==> src/rtl/exc_flush_ctrl_pkg.sv <==
// Shared defines for the exception flush controller: ExcType encodings, ExcCodes,
// vector offsets, CP0 bit positions and FSM states.
package exc_flush_ctrl_pkg;

  localparam logic [4:0] ExcT_NoExc = 5'd0;
  localparam logic [4:0] ExcT_Intr  = 5'd1;
  localparam logic [4:0] ExcT_TLBM  = 5'd2;
  localparam logic [4:0] ExcT_TLBR  = 5'd3;
  localparam logic [4:0] ExcT_TLBI  = 5'd4;
  localparam logic [4:0] ExcT_AdEL  = 5'd5;
  localparam logic [4:0] ExcT_AdES  = 5'd6;
  localparam logic [4:0] ExcT_SysC  = 5'd7;
  localparam logic [4:0] ExcT_Bp    = 5'd8;
  localparam logic [4:0] ExcT_RI    = 5'd9;
  localparam logic [4:0] ExcT_CpU   = 5'd10;
  localparam logic [4:0] ExcT_Ov    = 5'd11;
  localparam logic [4:0] ExcT_Trap  = 5'd12;
  localparam logic [4:0] ExcT_ERET  = 5'd13;

  localparam logic [4:0] EXCCODE_INT  = 5'd0;
  localparam logic [4:0] EXCCODE_MOD  = 5'd1;
  localparam logic [4:0] EXCCODE_TLBL = 5'd2;
  localparam logic [4:0] EXCCODE_TLBS = 5'd3;
  localparam logic [4:0] EXCCODE_ADEL = 5'd4;
  localparam logic [4:0] EXCCODE_ADES = 5'd5;
  localparam logic [4:0] EXCCODE_SYS  = 5'd8;
  localparam logic [4:0] EXCCODE_BP   = 5'd9;
  localparam logic [4:0] EXCCODE_RI   = 5'd10;
  localparam logic [4:0] EXCCODE_CPU  = 5'd11;
  localparam logic [4:0] EXCCODE_OV   = 5'd12;
  localparam logic [4:0] EXCCODE_TR   = 5'd13;

  localparam logic [31:0] VEC_OFF_TLBR = 32'h0000_0000;
  localparam logic [31:0] VEC_OFF_GEN  = 32'h0000_0180;
  localparam logic [31:0] VEC_OFF_IV   = 32'h0000_0200;

  localparam int STATUS_EXL = 1;
  localparam int STATUS_ERL = 2;
  localparam int STATUS_BEV = 22;
  localparam int CAUSE_IV   = 23;

  typedef enum logic [1:0] {
    ST_IDLE     = 2'd0,
    ST_DRAIN    = 2'd1,
    ST_COMMIT   = 2'd2,
    ST_REDIRECT = 2'd3
  } exc_state_e;

  // Unassigned encodings are dropped the same way as NoExc.
  function automatic logic exc_is_valid(input logic [4:0] t);
    return (t != ExcT_NoExc) && (t <= ExcT_ERET);
  endfunction

  function automatic logic [4:0] exc_code(input logic [4:0] t, input logic store);
    logic [4:0] code;
    code = EXCCODE_INT;
    case (t)
      ExcT_TLBM:             code = EXCCODE_MOD;
      ExcT_TLBR, ExcT_TLBI:  code = store ? EXCCODE_TLBS : EXCCODE_TLBL;
      ExcT_AdEL:             code = EXCCODE_ADEL;
      ExcT_AdES:             code = EXCCODE_ADES;
      ExcT_SysC:             code = EXCCODE_SYS;
      ExcT_Bp:               code = EXCCODE_BP;
      ExcT_RI:               code = EXCCODE_RI;
      ExcT_CpU:              code = EXCCODE_CPU;
      ExcT_Ov:               code = EXCCODE_OV;
      ExcT_Trap:             code = EXCCODE_TR;
      default:               code = EXCCODE_INT;
    endcase
    return code;
  endfunction

endpackage

==> src/rtl/exc_vec_gen.sv <==
// Combinational redirect target: exception vector or ERET return address.
// Interrupt vectoring (Cause.IV) is only honoured when EXC_VEC_IV_EN is defined.
module exc_vec_gen
  import exc_flush_ctrl_pkg::*;
#(
  parameter logic [31:0] VEC_BEV_BASE = 32'hBFC0_0200,
  parameter logic [31:0] VEC_NRM_BASE = 32'h8000_0000
) (
  input  logic [4:0]  exc_type,
  input  logic [31:0] cp0_status,
  input  logic [31:0] cp0_cause,
  input  logic [31:0] cp0_epc,
  input  logic [31:0] cp0_errorepc,
  output logic [31:0] target_pc
);

  logic        bev;
  logic        iv_take;
  logic        unused_bits;
  logic [31:0] base;
  logic [31:0] offset;

  assign bev = cp0_status[STATUS_BEV];

`ifdef EXC_VEC_IV_EN
  assign iv_take     = (exc_type == ExcT_Intr) && cp0_cause[CAUSE_IV] && !bev;
  assign unused_bits = ^{cp0_status[31:23], cp0_status[21:3], cp0_status[0],
                         cp0_cause[31:24], cp0_cause[22:0]};
`else
  assign iv_take     = 1'b0;
  assign unused_bits = ^{cp0_status[31:23], cp0_status[21:3], cp0_status[0], cp0_cause};
`endif

  always_comb begin
    base = bev ? VEC_BEV_BASE : VEC_NRM_BASE;
    if ((exc_type == ExcT_TLBR) && !cp0_status[STATUS_EXL]) begin
      offset = VEC_OFF_TLBR;
    end else if (iv_take) begin
      offset = VEC_OFF_IV;
    end else begin
      offset = VEC_OFF_GEN;
    end
    if (exc_type == ExcT_ERET) begin
      target_pc = cp0_status[STATUS_ERL] ? cp0_errorepc : cp0_epc;
    end else begin
      target_pc = base + offset;
    end
  end

endmodule

==> src/rtl/exc_flush_ctrl.sv <==
// Exception/ERET flush controller: drains the data bus, commits CP0 state for one
// cycle, then holds a redirect until fetch accepts it. Optional: EXC_VEC_IV_EN.
module exc_flush_ctrl
  import exc_flush_ctrl_pkg::*;
#(
  parameter logic [31:0] VEC_BEV_BASE = 32'hBFC0_0200,
  parameter logic [31:0] VEC_NRM_BASE = 32'h8000_0000
) (
  input  logic        clk,
  input  logic        rst,
  input  logic        exc_flag,
  input  logic [4:0]  exc_type,
  input  logic [31:0] exc_baddr,
  input  logic        exc_save,
  input  logic [31:0] exc_pc,
  input  logic        exc_bd,
  input  logic        exc_store,
  input  logic [31:0] cp0_status,
  input  logic [31:0] cp0_cause,
  input  logic [31:0] cp0_epc,
  input  logic [31:0] cp0_errorepc,
  input  logic        mem_busy,
  input  logic        fetch_ready,
  output logic        stall,
  output logic        flush,
  output logic        redirect_valid,
  output logic [31:0] redirect_pc,
  output logic        cp0_exc_we,
  output logic [4:0]  cp0_exccode,
  output logic [31:0] cp0_epc_o,
  output logic        cp0_bd,
  output logic        cp0_badv_we,
  output logic [31:0] cp0_badv,
  output logic        cp0_eret
);

  exc_state_e  state_q, state_d;
  logic        lat_eret_q, lat_eret_d;
  logic [4:0]  lat_code_q, lat_code_d;
  logic [31:0] lat_epc_q, lat_epc_d;
  logic        lat_bd_q, lat_bd_d;
  logic        lat_badv_we_q, lat_badv_we_d;
  logic [31:0] lat_badv_q, lat_badv_d;
  logic [31:0] lat_target_q, lat_target_d;

  logic        stall_q, stall_d;
  logic        flush_q, flush_d;
  logic        redirect_valid_q, redirect_valid_d;
  logic [31:0] redirect_pc_q, redirect_pc_d;
  logic        cp0_exc_we_q, cp0_exc_we_d;
  logic [4:0]  cp0_exccode_q, cp0_exccode_d;
  logic [31:0] cp0_epc_o_q, cp0_epc_o_d;
  logic        cp0_bd_q, cp0_bd_d;
  logic        cp0_badv_we_q, cp0_badv_we_d;
  logic [31:0] cp0_badv_q, cp0_badv_d;
  logic        cp0_eret_q, cp0_eret_d;

  logic [31:0] vec_target;

  exc_vec_gen #(
    .VEC_BEV_BASE(VEC_BEV_BASE),
    .VEC_NRM_BASE(VEC_NRM_BASE)
  ) u_vec_gen (
    .exc_type    (exc_type),
    .cp0_status  (cp0_status),
    .cp0_cause   (cp0_cause),
    .cp0_epc     (cp0_epc),
    .cp0_errorepc(cp0_errorepc),
    .target_pc   (vec_target)
  );

  // Outputs are decoded from the next state so they line up with the registered state.
  always_comb begin
    state_d       = state_q;
    lat_eret_d    = lat_eret_q;
    lat_code_d    = lat_code_q;
    lat_epc_d     = lat_epc_q;
    lat_bd_d      = lat_bd_q;
    lat_badv_we_d = lat_badv_we_q;
    lat_badv_d    = lat_badv_q;
    lat_target_d  = lat_target_q;

    case (state_q)
      ST_IDLE: begin
        if (exc_flag && exc_is_valid(exc_type)) begin
          lat_eret_d    = (exc_type == ExcT_ERET);
          lat_code_d    = exc_code(exc_type, exc_store);
          lat_epc_d     = exc_bd ? (exc_pc - 32'd4) : exc_pc;
          lat_bd_d      = exc_bd;
          lat_badv_we_d = exc_save;
          lat_badv_d    = exc_baddr;
          lat_target_d  = vec_target;
          state_d       = mem_busy ? ST_DRAIN : ST_COMMIT;
        end
      end
      ST_DRAIN:    if (!mem_busy) state_d = ST_COMMIT;
      ST_COMMIT:   state_d = ST_REDIRECT;
      ST_REDIRECT: if (fetch_ready) state_d = ST_IDLE;
      default:     state_d = ST_IDLE;
    endcase

    stall_d          = (state_d != ST_IDLE);
    flush_d          = (state_d == ST_COMMIT) || (state_d == ST_REDIRECT);
    redirect_valid_d = (state_d == ST_REDIRECT);
    redirect_pc_d    = (state_d == ST_REDIRECT) ? lat_target_d : 32'h0;
    cp0_exc_we_d     = 1'b0;
    cp0_exccode_d    = 5'd0;
    cp0_epc_o_d      = 32'h0;
    cp0_bd_d         = 1'b0;
    cp0_badv_we_d    = 1'b0;
    cp0_badv_d       = 32'h0;
    cp0_eret_d       = 1'b0;
    if (state_d == ST_COMMIT) begin
      cp0_eret_d = lat_eret_d;
      if (!lat_eret_d) begin
        cp0_exc_we_d  = 1'b1;
        cp0_exccode_d = lat_code_d;
        cp0_epc_o_d   = lat_epc_d;
        cp0_bd_d      = lat_bd_d;
        cp0_badv_we_d = lat_badv_we_d;
        cp0_badv_d    = lat_badv_d;
      end
    end
  end

  always_ff @(posedge clk) begin
    if (rst) begin
      state_q          <= ST_IDLE;
      lat_eret_q       <= 1'b0;
      lat_code_q       <= 5'd0;
      lat_epc_q        <= 32'h0;
      lat_bd_q         <= 1'b0;
      lat_badv_we_q    <= 1'b0;
      lat_badv_q       <= 32'h0;
      lat_target_q     <= 32'h0;
      stall_q          <= 1'b0;
      flush_q          <= 1'b0;
      redirect_valid_q <= 1'b0;
      redirect_pc_q    <= 32'h0;
      cp0_exc_we_q     <= 1'b0;
      cp0_exccode_q    <= 5'd0;
      cp0_epc_o_q      <= 32'h0;
      cp0_bd_q         <= 1'b0;
      cp0_badv_we_q    <= 1'b0;
      cp0_badv_q       <= 32'h0;
      cp0_eret_q       <= 1'b0;
    end else begin
      state_q          <= state_d;
      lat_eret_q       <= lat_eret_d;
      lat_code_q       <= lat_code_d;
      lat_epc_q        <= lat_epc_d;
      lat_bd_q         <= lat_bd_d;
      lat_badv_we_q    <= lat_badv_we_d;
      lat_badv_q       <= lat_badv_d;
      lat_target_q     <= lat_target_d;
      stall_q          <= stall_d;
      flush_q          <= flush_d;
      redirect_valid_q <= redirect_valid_d;
      redirect_pc_q    <= redirect_pc_d;
      cp0_exc_we_q     <= cp0_exc_we_d;
      cp0_exccode_q    <= cp0_exccode_d;
      cp0_epc_o_q      <= cp0_epc_o_d;
      cp0_bd_q         <= cp0_bd_d;
      cp0_badv_we_q    <= cp0_badv_we_d;
      cp0_badv_q       <= cp0_badv_d;
      cp0_eret_q       <= cp0_eret_d;
    end
  end

  assign stall          = stall_q;
  assign flush          = flush_q;
  assign redirect_valid = redirect_valid_q;
  assign redirect_pc    = redirect_pc_q;
  assign cp0_exc_we     = cp0_exc_we_q;
  assign cp0_exccode    = cp0_exccode_q;
  assign cp0_epc_o      = cp0_epc_o_q;
  assign cp0_bd         = cp0_bd_q;
  assign cp0_badv_we    = cp0_badv_we_q;
  assign cp0_badv       = cp0_badv_q;
  assign cp0_eret       = cp0_eret_q;

endmodule

==> config.mk <==
export PLATFORM = sky130hd
export DESIGN_NAME = exc_flush_ctrl
export DESIGN_NICKNAME = d
export VERILOG_FILES = /design/src/rtl/exc_flush_ctrl_pkg.sv /design/src/rtl/exc_vec_gen.sv /design/src/rtl/exc_flush_ctrl.sv
export SDC_FILE = /design/constraint.sdc
export NUM_CORES = 1
export LEC_CHECK = 0
export ABC_CLOCK_PERIOD_IN_PS = 3800
export CORE_MARGIN = 2
export CORE_UTILIZATION = 47
export DETAILED_ROUTE_END_ITERATION = 7
export GPL_TIMING_DRIVEN = 0
export PLACE_DENSITY = 0.95
export REMOVE_ABC_BUFFERS = 1
export SYNTH_ARGS = -nofsm -noshare
export SYNTH_HDL_FRONTEND = slang
export SYNTH_SLANG_ARGS = --single-unit
==> constraint.sdc <==
create_clock -name clk -period 3.8 [get_ports clk]
set_input_delay 0.76 -clock clk [delete_from_list [all_inputs] [get_ports clk]]
set_output_delay 0.76 -clock clk [all_outputs]
set_load 0.02 [all_outputs]
==> results of run 1 <==
## state kept, by name (all words and copies together), names as in the netlist, 2 cells and up
register	count
lat_epc_q	32
cp0_epc_o	32
state_q	2
lat_target_q	32
cp0_badv	32
cp0_exccode	5
lat_code_q	5
redirect_pc	32
lat_badv_q	32
## cells in the mapped netlist (all sizes together), types with 6 or more instances
library cell  instances
dfxtp               214
nor2                189
mux2i                75
nor3                 43
a21oi                40
buf                  35
a211oi               27
nor2b                24
clkbuf               20
xnor2                13
nand2                12
nor4                 11
and2                 10
a21o                  9
or4                   8
nand3                 6
## final cells by class
class                      count  area share (%)
clock buffer                  31            5.63
clock inverter                 9            1.20
inverter                       5           0.166
multi-input combinational    532            29.0
sequential                   214            38.0
tap                          220            2.44
timing repair buffer         260            23.5
## per-stage QoR
step | std cells | cell area [um2] | worst slack [ns] | utilization [%] | hold slack (ns)
floorplan | 751 | 7570 | -2.19 | - | 0.418
global placement | 1222 | 10400 | -5.03 | 62.9 | 0.427
detailed placement | 1231 | 10500 | 0.0348 | 63.8 | 0.434
CTS | 1271 | 11300 | 0.535 | 68.5 | 0.445
global route | 1271 | 11300 | 0.351 | 68.5 | 0.472
finish | 1271 | 11300 | 0.481 | 68.5 | 0.445
## placed cells by master (no fill, tap or decap), types with 3 or more instances in the layout
master,instances
or4_1,6
mux2i_1,75
clkbuf_16,22
clkinv_2,4
o31ai_1,4
bufinv_16,3
nor2b_1,24
o31a_1,5
xor2_1,5
a21oi_1,40
nor2_1,189
nand2_1,12
nand3_1,5
nand3b_1,3
xnor2_1,13
and2_1,10
a211oi_1,27
a31oi_1,5
nor4_1,7
clkdlybuf4s50_1,249
nand4_1,5
nor3_1,43
dfxtp_1,214
clkbuf_1,4
o21ai_0,4
a21o_1,9
o21a_1,3
buf_8,8
inv_1,5
and4b_1,3
clkbuf_8,5
## power by group through the flow
| stage | combinational (mW) | sequential (mW) | clock, mW |
|---|---|---|---|
| 2_1_floorplan | 0.241 | 2.39 | 0 |
| 3_3_place_gp | 0.539 | 2.38 | 0 |
| 3_5_place_dp | 0.549 | 2.38 | 0 |
| 4_1_cts | 0.555 | 2.33 | 2.28 |
| 5_1_grt | 0.596 | 2.34 | 2.37 |
| 6_report | 0.553 | 2.33 | 2.23 |
## worst register-to-register path, stage by stage, from the launching register on
cell,delay (ns)
dfxtp_1,0.39
nor2_1,0.16
nand4_1,0.51
buf_8,0.38
buf_8,0.17
buf_8,0.17
buf_8,0.17
nor3_1,0.24
a21oi_1,0.10
nor2_1,0.15
## routing by layer
metal  routed length [um]  part of all wire (%)  vias to the layer above
li1                     -                     -                     3225
met1                 8110                    38                     3087
met2                10800                    51                      271
met3                 1800                   8.5                       51
met4                  631                   3.0                        0
met5                    0                     0                        -
## cell families after synthesis
kind of cell	Yosys count
flops	214
fa+ha+maj	1
xor+xnor	18
buf+inv	60
simple gates	332
mux	75
compound gates	106
## how the worst min path moves through the flow
stage                                end  slack, ns
5_1_grt        cp0_exccode[4]$_SDFF_PP0_       0.47
2_1_floorplan   lat_code_q[4]$_SDFF_PP0_       0.42
6_report        lat_code_q[4]$_SDFF_PP0_       0.44
3_3_place_gp   cp0_exccode[4]$_SDFF_PP0_       0.43
4_1_cts        cp0_exccode[4]$_SDFF_PP0_       0.44
3_5_place_dp    lat_code_q[4]$_SDFF_PP0_       0.43
==> results.sh, run 1 <==
export IMPL_switching_share_pct=22.6
export IMPL_place_hpwl_um=14700
export IMPL_netlist_area_um2=7840
export IMPL_drt_drc_violations_left=0
export IMPL_worstSetupStartpoint="exc_type[0]"
export IMPL_grt_pass1_wl_um=33200
export IMPL_hp_class="flip-flop to flip-flop"
export IMPL_drt_initial_drc_count=330
export IMPL_reg2reg_from="state_q[1]$_SDFF_PP0_"
export IMPL_clockBufferDepth=3
export IMPL_multi_input_area_um2=3270
export IMPL_grt_use_met1_pct=25.3
export IMPL_critPathSlowestCell="or4_4"
export IMPL_fp_dieW_um=133
export IMPL_endpoint="redirect_pc[21]$_SDFF_PP0_"
export IMPL_synth_xor_area_share_pct=2.01
export IMPL_hp_start="lat_code_q[4]$_SDFF_PP0_"
export IMPL_crit_family="buffers and inverters"
export IMPL_seq_area_um2=4280
export IMPL_synthToLayoutAreaGrowth_pct=43.7
export IMPL_syn_avg_cell_area_um2=9.73
export IMPL_synth_top_family_by_area="simple AND/OR/NAND/NOR gates"
export IMPL_status="complete, no violations"
export IMPL_fin_nets=1241
export IMPL_slew_limit_headroom_pct=27.5
export IMPL_cp_arrival_ns=3.66
export IMPL_die_h_um=133
export IMPL_cts_resized=0
export IMPL_ys_seq_area_share_pct=54.6
export IMPL_powerDensity_nw_per_um2=454
export IMPL_dr_pass1_iters=4
export IMPL_crit_fanout=22
export IMPL_cts_setup_buffers=0
export IMPL_intPower_mw=3.96
export IMPL_grt_busiest_layer="met2"
export IMPL_cp_end_kind="flip-flop"
export IMPL_wirelength_um=21300
export IMPL_worstRegToRegCells=9
export IMPL_timing_final_crit_share_pct=87.3
export IMPL_p_seq_share_pct=45.6
export IMPL_dieArea_um2=17700
export IMPL_vias_per_cell=5.22
export IMPL_vdd_drop_max_mv=0.396
export IMPL_final_layout_size_suffix_gt1_share_pct=5.99
export IMPL_clock_fmax_mhz=301
export IMPL_grt_max_degree=73
export IMPL_cts_tree="yes"
export IMPL_async_flop_share_pct=0
export IMPL_antenna_found_initial=0
export IMPL_synthCells=806
export IMPL_grt_usage_pct=22.9
export IMPL_worst_path_stages=10
export IMPL_max_stage_delay_ns=0.62
export IMPL_setup_viol=0
export IMPL_grt_remaining_overflow=0
export IMPL_p_clk_share_pct=43.6
export IMPL_min_path_cells=2
export IMPL_initial_core_util_pct=47.6
export IMPL_synth_edff_count=0
export IMPL_numCtsBuffers=22
export IMPL_n_fill_cell=1160
export IMPL_finalHoldViolations=0
export IMPL_start_kind="input port"
export IMPL_numPortBuffers=251
export IMPL_cpMostUsedCell="buf_8"
export IMPL_worst_pin_slew_ns=1.08
export IMPL_diodes=0
export IMPL_synthTopCellsByArea="dfxtp_1 (55%), mux2i_1 (9.6%), nor2_1 (9.0%)"
export IMPL_crit_buf_inv=5
export IMPL_antenna_left=0
export IMPL_synth_top_area_cell="dfxtp_1"
export IMPL_skew_ns=0.0163
export IMPL_grt_setup_unrepaired="false"
export IMPL_required_ns=4.15
export IMPL_path_clk_slew_ns=0.06
export IMPL_final_min_clock_period_ns=3.32
export IMPL_p_leak_nw=4.46
export IMPL_row_count=47
export IMPL_met3_usage_pct=6.54
export IMPL_htreeDepth=1
export IMPL_maxSlewViolCount=0
export IMPL_synth_ff_type="dfxtp_1"
export IMPL_synth_compound_area_share_pct=8.84
export IMPL_clock_latency_ns=0.50
export IMPL_synth_ff_latch_count=214
export IMPL_finalSetupTns_ns=0
export IMPL_critPathKind="input port to flip-flop"
export IMPL_cp_cell_sequence="clkdlybuf4s50_1 -> or4_4 -> nand4_1 -> buf_8 -> buf_8 -> buf_8 -> buf_8 -> nor3_1 -> a21oi_1 -> nor2_1"
export IMPL_drv_cap=0
export IMPL_grt_use_met2_pct=42.3
export IMPL_combinationalPowerShare_pct=10.8
export IMPL_rr_endpoint="redirect_pc[6]$_SDFF_PP0_"
export IMPL_place_gp_congestion=0.827
export IMPL_synth_area_mux_share_pct=9.57
export IMPL_synth_cell_types=55
export IMPL_cts_hold_buf=0
export IMPL_synthSimpleGateAreaFrac_pct=21.1
export IMPL_via_count=6634
export IMPL_regToRegSetupSlack_ns=1.27
export IMPL_io_pins=313
export IMPL_core_area_um2=16500
export IMPL_wire_per_inst_um=16.8
export IMPL_switchingPower_mw=1.15
export IMPL_grt_pass1_vias=6539
export IMPL_synth_fa_ha_area_share_pct=0.160
export IMPL_clockRootBuffer="clkbuf_16"
export IMPL_synth_top_cell_area_share_pct=54.6
export IMPL_clock_sinks=214
export IMPL_ys_warn_count=0
export IMPL_power_mw=5.12
(Power assumes the default switching activity.)
==> run 2, diff against run 1 <==
- CORE_UTILIZATION: 47 -> 40
- PLACE_DENSITY: 0.95 -> 0.85
==> run 2 against run 1 <==
  * Register-to-register slack got worse by 0.15 ns
  * Worst hold slack worse by 0.0046 ns
  * Sequential share of layout area hardly changed
  * Sequential power hardly changed
  * Utilization fell by 10 points
  * Clock power fell by 7%
  * Via count decreased by 1.5%
  * Power shrank 3.3%
  * First-iteration DRC count is 26% lower
  * Cell count rose by 3.5%
  * Critical path type unchanged
==> results.sh, run 2 (synthesis results as in run 1) <==
export IMPL_status="complete, no violations"
export IMPL_drt_initial_drc_count=243
export IMPL_cts_hold_buf=0
export IMPL_required_ns=4.16
export IMPL_final_min_clock_period_ns=3.47
export IMPL_max_stage_delay_ns=0.60
export IMPL_numPortBuffers=251
export IMPL_grt_setup_unrepaired="false"
export IMPL_htreeDepth=1
export IMPL_seq_area_um2=4280
export IMPL_io_pins=313
export IMPL_multi_input_area_um2=3270
export IMPL_maxSlewViolCount=0
export IMPL_dieArea_um2=20700
export IMPL_vias_per_cell=4.97
export IMPL_slew_limit_headroom_pct=29.7
export IMPL_final_layout_size_suffix_gt1_share_pct=5.80
export IMPL_antenna_found_initial=0
export IMPL_fin_nets=1241
export IMPL_final_common_cell="clkdlybuf4s50_1"
export IMPL_fp_dieW_um=144
export IMPL_p_clk_share_pct=41.8
export IMPL_intPower_mw=3.81
export IMPL_initial_core_util_pct=40.6
export IMPL_combinationalPowerShare_pct=11.1
export IMPL_cts_tree="yes"
export IMPL_cp_end_kind="flip-flop"
export IMPL_die_h_um=144
export IMPL_clock_sinks=214
export IMPL_finalHoldViolations=0
export IMPL_place_gp_congestion=0.779
export IMPL_antenna_left=0
export IMPL_cp_cell_sequence="clkdlybuf4s50_1 -> or4_4 -> nand4_1 -> buf_8 -> buf_8 -> buf_8 -> buf_8 -> buf_16 -> mux2i_1 -> nor2_1"
export IMPL_dr_pass1_iters=4
export IMPL_switching_share_pct=23.0
export IMPL_skew_ns=0.0215
export IMPL_powerDensity_nw_per_um2=439
export IMPL_crit_buf_inv=6
export IMPL_finalSetupTns_ns=0
export IMPL_grt_max_degree=73
export IMPL_crit_family="buffers and inverters"
export IMPL_crit_fanout=23
export IMPL_p_leak_nw=4.43
export IMPL_diodes=0
export IMPL_stdcell_area_um2=11300
export IMPL_row_count=51
export IMPL_grt_remaining_overflow=0
export IMPL_worst_pin_slew_ns=1.05
export IMPL_clock_latency_ns=0.51
export IMPL_critPathSlowestCell="clkdlybuf4s50_1"
export IMPL_numCtsBuffers=22
export IMPL_hp_class="flip-flop to flip-flop"
export IMPL_clock_fmax_mhz=288
export IMPL_wire_per_inst_um=15.3
export IMPL_grt_usage_pct=18.1
export IMPL_start_kind="input port"
export IMPL_drt_drc_violations_left=0
export IMPL_wirelength_um=20100
export IMPL_path_clk_slew_ns=0.06
export IMPL_vdd_drop_max_mv=0.372
export IMPL_place_hpwl_um=14000
export IMPL_n_fill_cell=1642
export IMPL_post_dp_cell_area_um2=10600
export IMPL_clockRootBuffer="clkbuf_16"
export IMPL_timing_final_crit_share_pct=91.4
export IMPL_cpMostUsedCell="buf_8"
export IMPL_layout_common_cells="clkdlybuf4s50_1 (249), dfxtp_1 (214), nor2_1 (189)"
export IMPL_cts_setup_buffers=0
export IMPL_switchingPower_mw=1.14
export IMPL_power_mw=4.95
export IMPL_drv_cap=0
export IMPL_core_area_um2=19300
export IMPL_p_seq_share_pct=47.1
export IMPL_via_count=6537
export IMPL_setup_viol=0
export IMPL_cp_arrival_ns=3.84
export IMPL_synthToLayoutAreaGrowth_pct=43.8
export IMPL_critPathKind="input port to flip-flop"
export IMPL_clockBufferDepth=3
export IMPL_cts_resized=0
export IMPL_grt_pass1_vias=6194
export IMPL_grt_pass1_wl_um=30200
## run 2: routing by layer
layer  vias up  part of all wire [%]  GRT usage [%]  wire [um]
li1       3224                     -              -          -
met1      3033                    38           20.4       7730
met2       242                    49           32.8       9810
met3        38                    10           5.66       2090
met4         0                   2.4           5.26        489
met5         -                     0              0          0
## run 2: final cells by class
cell class,count,share of cell area [%]
Timing Repair Buffer,260,23.6
Clock buffer,32,5.57
Sequential cell,214,38.0
Tap cell,265,2.94
Inverter,5,0.166
Multi-Input combinational cell,532,29.0
Clock inverter,8,0.677
## run 2: through the flow
step,utilization [%],instances,setup slack (ns),hold WS [ns]
after global placement,53.9,1267,-5.07,0.426
after floorplan,-,751,-2.19,0.418
after CTS,58.3,1316,0.375,0.444
after global routing,58.3,1316,0.153,0.491
after detailed placement,54.7,1276,-0.146,0.436
final,58.3,1316,0.325,0.440
## run 2: power by group through the flow
stage	sequential, mW	clock [mW]	combinational [mW]
final	2.33	2.07	0.550
after CTS	2.33	2.13	0.552
after floorplan	2.39	0	0.241
after global placement	2.38	0	0.541
after global routing	2.33	2.22	0.596
after detailed placement	2.38	0	0.548
## run 2: worst paths after layout
check,start,endpoint,slack [ns],depth (start not counted)
setup reg to reg,state_q[1]$_SDFF_PP0_,cp0_badv[30]$_SDFF_PP0_,1.12,9
setup / recovery,exc_type[1],cp0_badv[30]$_SDFF_PP0_,0.33,10
hold reg to reg,lat_code_q[4]$_SDFF_PP0_,lat_code_q[4]$_SDFF_PP0_,0.44,2
hold / removal,lat_code_q[4]$_SDFF_PP0_,lat_code_q[4]$_SDFF_PP0_,0.44,2
## run 2: worst reg2reg max path: stages (launching register included)
cell     delay, ns
dfxtp_1       0.38
nor2_1        0.16
nand4_1       0.63
buf_8         0.41
buf_8         0.17
buf_8         0.17
buf_8         0.17
buf_16        0.16
mux2i_1       0.23
nor2_1        0.06
==> edit 1 (settings of run 1) <==
Add a define of `EXC_VEC_IV_EN`.
--- a/src/rtl/exc_vec_gen.sv
+++ b/src/rtl/exc_vec_gen.sv
@@ -1,5 +1,7 @@
 // Combinational redirect target: exception vector or ERET return address.
 // Interrupt vectoring (Cause.IV) is only honoured when EXC_VEC_IV_EN is defined.
+`define EXC_VEC_IV_EN
+
 module exc_vec_gen
   import exc_flush_ctrl_pkg::*;
 #(
Check against the original RTL: not equivalent (Yosys sat finds a counterexample within 4 cycles, from zero or initial values and one cycle with rst high).
==> edit 1 against run 1 <==
- total power increased by 0.67%
- setup slack improved by 120 ps
- area after synthesis increased by 1.9%
- sequential share of layout area decreased by 0.23 points
- sequential cell count unchanged
- count of clock-buffer cells in the layout decreased by 1
- register-to-register slack got worse by 40 ps
- design area increased by 0.62%
- first-iteration DRC count unchanged
- routed wire length decreased by 0.27%
- maximum frequency increased by 3.6%
==> edit 1: results (changes against run 1) <==
- Arrival @ worst endpoint: 3600 ps (was 3660 ps)
- Cell variety after synth: 57 (was 55)
- Top cells by area, synth: dfxtp_1, mux2i_1, nor2_1, nor3_1, a21oi_1 (was dfxtp_1, mux2i_1, nor2_1, nor3_1, a211oi_1)
- FF-to-FF End: cp0_epc_o[25]$_SDFF_PP0_ (was redirect_pc[6]$_SDFF_PP0_)
- Fin nets: 1262 (was 1241)
- Critical path capture point: cp0_epc_o[25]$_SDFF_PP0_ (was redirect_pc[21]$_SDFF_PP0_)
- GRT Resource Usage Total: 23.0% (was 22.9%)
- Worst-case reg-to-reg path depth: 6 (was 9)
- Pleak: 0.00439 uW (was 0.00446 uW)
- Setup Slack @ Placement: 46.5 ps (was 34.8 ps)
- VDD IR-drop max: 321 uV (was 396 uV)
- Vias in the first global route: 6640 (was 6539)
- Sequential area share after synthesis: 53.6% (was 54.6%)
- Clk_skew: 9.88 ps (was 16.3 ps)
- # port buffers: 252 (was 251)
- Placed cell area: 10600 um^2 (was 10500 um^2)
- Grt met3 use: 6.05% (was 6.54%)
- Worst-path fanout max: 55 (was 22)
- CP max stage delay: 820 ps (was 620 ps)
- Post-Route WL: 21300 um (about the same)
- CP startpoint: exc_type[1] (was exc_type[0])
- Synth cell count leaders: dfxtp_1, nor2_1, mux2i_1 (unchanged)
- Fmax: 312 MHz (was 301 MHz)
- Cts bufs inserted: 23 (was 22)
- Status: finished clean (unchanged)
- HP Start: lat_epc_q[21]$_SDFF_PP0_ (was lat_code_q[4]$_SDFF_PP0_)
- Gpl congestion: 0.830 (was 0.827)
- Vias: 6759 (was 6634)
- Share of cells above drive strength 1: 5.61% (was 5.99%)
- Worst R2R Setup Slack: 1230 ps (was 1270 ps)
==> edit 1: cell types whose count changed in the layout (fill, tap and decap cells not counted), sizes merged, moves of 5 or more <==
cell / run 1 / this run
nand2b: 2 / 12
nand2: 12 / 29
or3: 2 / 7
o21ai: 4 / 13
nor3: 43 / 50
buf: 11 / 6
nor2: 189 / 178
or4: 8 / 3
==> edit 1: cell type report <==
class,instances,area [um^2]
flip-flops and latches,214,4280
repair buffers,256,2590
inverters,5,18.8
fillers,1268,5240
multi-input cells,555,3400
clock inverters,9,133
clock buffers,30,642
well taps,220,275
==> edit 1: cell families after synthesis <==
kind of cell	after synthesis	synth area share, %
buf+inv	61	4.02
fa+ha+maj	2	0.313
flops	214	53.6
xor+xnor	20	2.19
compound gates	107	8.53
simple gates	347	21.4
mux	79	9.90
==> edit 1: worst min path at each step <==
stage | cells after the start | end | slack (ps)
after global routing | 1 | cp0_exccode[4]$_SDFF_PP0_ | 460
after detailed placement | 1 | cp0_exccode[4]$_SDFF_PP0_ | 450
after CTS | 2 | cp0_epc_o[21]$_SDFF_PP0_ | 460
after global placement | 1 | cp0_exccode[4]$_SDFF_PP0_ | 430
after floorplan | 1 | cp0_exccode[4]$_SDFF_PP0_ | 420
final | 2 | cp0_epc_o[21]$_SDFF_PP0_ | 450
==> edit 1: report_power, final <==
| part | leakage, uW | internal, uW | total [uW] | switching (uW) |
|---|---|---|---|---|
| logic | 0.00228 | 276 | 548 | 272 |
| registers | 0.00173 | 2310 | 2340 | 24.6 |
| clock network | 0.000381 | 1390 | 2270 | 876 |
| total | 0.00439 | 3980 | 5150 | 1170 |
==> edit 1: metal layers <==
layer / up-vias / routed length (um)
met5: - / 0
met4: 0 / 605
met3: 46 / 1650
met2: 256 / 10600
met1: 3181 / 8440
li1: 3276 / -
==> edit 1: metrics by stage <==
step | setup TNS [ps] | hold slack (ps) | cells | power [uW]
finish | 0 | 451 | 1289 | 5150
global route | 0 | 458 | 1289 | 5330
CTS | 0 | 457 | 1289 | 5200
detailed placement | 0 | 446 | 1250 | 2930
global placement | -459860 | 430 | 1246 | 2910
floorplan | -16550 | 421 | 774 | 2630
==> edit 1: worst max-delay path: cells and delay by family <==
| kind | cells | cell delay, ps |
|---|---|---|
| buffers and inverters | 2 | 1230 |
| AOI/OAI and AO/OA | 2 | 350 |
| and+or+nand+nor | 3 | 1220 |
==> edit 2 (config.mk and constraints of run 1) <==
Made on the original files. Put one more register stage on the output `redirect_pc`, cleared by the reset. The value now appears one clock later. The other outputs are not delayed to match.
--- a/src/rtl/exc_flush_ctrl.sv
+++ b/src/rtl/exc_flush_ctrl.sv
@@ -170,7 +170,13 @@
   assign stall          = stall_q;
   assign flush          = flush_q;
   assign redirect_valid = redirect_valid_q;
-  assign redirect_pc    = redirect_pc_q;
+  always_ff @(posedge clk) begin
+    if (rst) begin
+      redirect_pc <= '0;
+    end else begin
+      redirect_pc <= redirect_pc_q;
+    end
+  end
   assign cp0_exc_we     = cp0_exc_we_q;
   assign cp0_exccode    = cp0_exccode_q;
   assign cp0_epc_o      = cp0_epc_o_q;
Behaviour: not the same (Yosys sat finds a counterexample within 4 cycles, from zero or initial values and one cycle with rst high).
==> edit 2 against run 1 <==
- area after synthesis rose by 9.2%
- combinational power barely moved
- core utilization fell by 0.37 points
- routed wire length rose by 1.2%
- total power rose by 13%
- sequential cell count rose by 32
- critical path depth did not move
- sequential share of layout area rose by 2.4 points
- setup slack got worse by 72 ps
- hold slack got worse by 15 ps
- non-clock buffer count did not move
- design area rose by 8.1%
- synthesized cell count rose by 8.6%
- largest cell class unchanged
==> edit 2: results (changes against run 1) <==
- Status: finished clean (unchanged)
- GRT Resource Usage Total: 21.8% (was 22.9%)
- Gpl congestion: 0.785 (was 0.827)
- Post-Synthesis Cells: 875 (was 806)
- VDD IR-drop max: 362 uV (was 396 uV)
- Post-synthesis mux area share: 8.65% (was 9.57%)
- Slew @ Worst Pin: 1070 ps (was 1080 ps)
- Final hold slack: 430 ps (was 445 ps)
- Pleak: 0.00481 uW (was 0.00446 uW)
- Arrival @ worst endpoint: 3740 ps (was 3660 ps)
- Top cells by area, synth: dfxtp_1, mux2i_1, nor2_1, nor2b_1, nor3_1 (was dfxtp_1, mux2i_1, nor2_1, nor3_1, a211oi_1)
- Share of cells above drive strength 1: 5.64% (was 5.99%)
- Synth cell count leaders: dfxtp_1, nor2_1, mux2i_1 (unchanged)
- Endpoint, Worst Hold: redirect_pc[0]$_SDFF_PP0_ (was lat_code_q[4]$_SDFF_PP0_)
- Hold depth: 1 (was 2)
- Final non-filler cell total: 1347 (was 1271)
- Clk_skew: 15.3 ps (was 16.3 ps)
- Worst-path fanout max: 19 (was 22)
- Setup Slack @ Placement: -53.1 ps (was 34.8 ps)
- Fillcell total: 1310 (was 1160)
- Cell variety after synth: 48 (was 55)
- Reg clk slew, reported paths: 60 ps (about the same)
- Vias: 7015 (was 6634)
- Synth Area in Adders: 0.146% (was 0.160%)
- Placed cell area: 11300 um^2 (was 10500 um^2)
- Cts bufs inserted: 25 (was 22)
- Compound-Gate Fraction of Synth Area: 8.25% (was 8.84%)
- Synth Area in XOR/XNOR: 1.84% (was 2.01%)
- Drt wl/cell: 16.0 um (was 16.8 um)
- Worst R2R Setup Slack: 1150 ps (was 1270 ps)
- Final HPWL DP: 14600 um (was 14700 um)
- First-pass GRT wire length: 34900 um (was 33200 um)
- Largest net degree at the start of global routing: 94 (was 73)
- HP Start: redirect_pc_q[0]$_SDFF_PP0_ (was lat_code_q[4]$_SDFF_PP0_)
- Starting DRT DRC Count: 346 (was 330)
- Vias in the first global route: 7134 (was 6539)
- CP startpoint: exc_type[1] (was exc_type[0])
- Fin nets: 1307 (was 1241)
- FF-to-FF End: cp0_badv[20]$_SDFF_PP0_ (was redirect_pc[6]$_SDFF_PP0_)
==> edit 2: cell count changes after synthesis, sizes merged, moves of 2 or more <==
cell    before  now
nand2       12   10
clkbuf      20   42
or4          8   12
dfxtp      214  246
buf         35   19
nor2b       24   55
nand4b       4    2
nor2       189  191
==> edit 2: metal layers <==
layer,vias to the layer above,GRT usage [%],share of wire (%)
li1,3416,-,-
met1,3293,24.9,40
met2,252,39.2,50
met3,54,4.80,6.3
met4,0,9.73,3.6
met5,-,0,0
==> edit 2: area by class of cell <==
cell class	instances	share of cell area, %
flip-flops and latches	246	40.4
clock inverters	13	1.64
repair buffers	260	22.1
well taps	229	2.35
clock buffers	31	5.56
multi-input cells	562	27.8
inverters	6	0.185
==> edit 2: worst max-delay path by stage <==
stage	endpoint	slack (ps)
final	cp0_badv[20]$_SDFF_PP0_	410
after CTS	cp0_badv[20]$_SDFF_PP0_	420
after detailed placement	cp0_badv[20]$_SDFF_PP0_	-50
after global placement	lat_epc_q[3]$_SDFF_PP0_	-4990
after global routing	cp0_badv[20]$_SDFF_PP0_	230
after floorplan	cp0_epc_o[3]$_SDFF_PP0_	-2040
==> edit 2: power by group <==
part           internal, uW  switching, uW  total (uW)
sequential             2650           21.0        2670
combinational           285            269         555
clock                  1610            982        2590
total                  4540           1270        5810
==> edit 2: per-stage QoR <==
stage          utilization (%)  setup TNS (ps)
3_5_place_dp              63.2            -162
6_report                  68.1               0
5_1_grt                   68.1               0
2_1_floorplan                -         -305340
3_3_place_gp              62.2         -960180
4_1_cts                   68.1               0
==> edit 2: worst max-delay path: stages <==
cell and delay (ps):
clkdlybuf4s50_1 580, or4_1 650, nand4_1 440, buf_16 230, buf_8 190, buf_16 170
buf_16 160, buf_8 160, mux2i_1 280, nor2_1 90
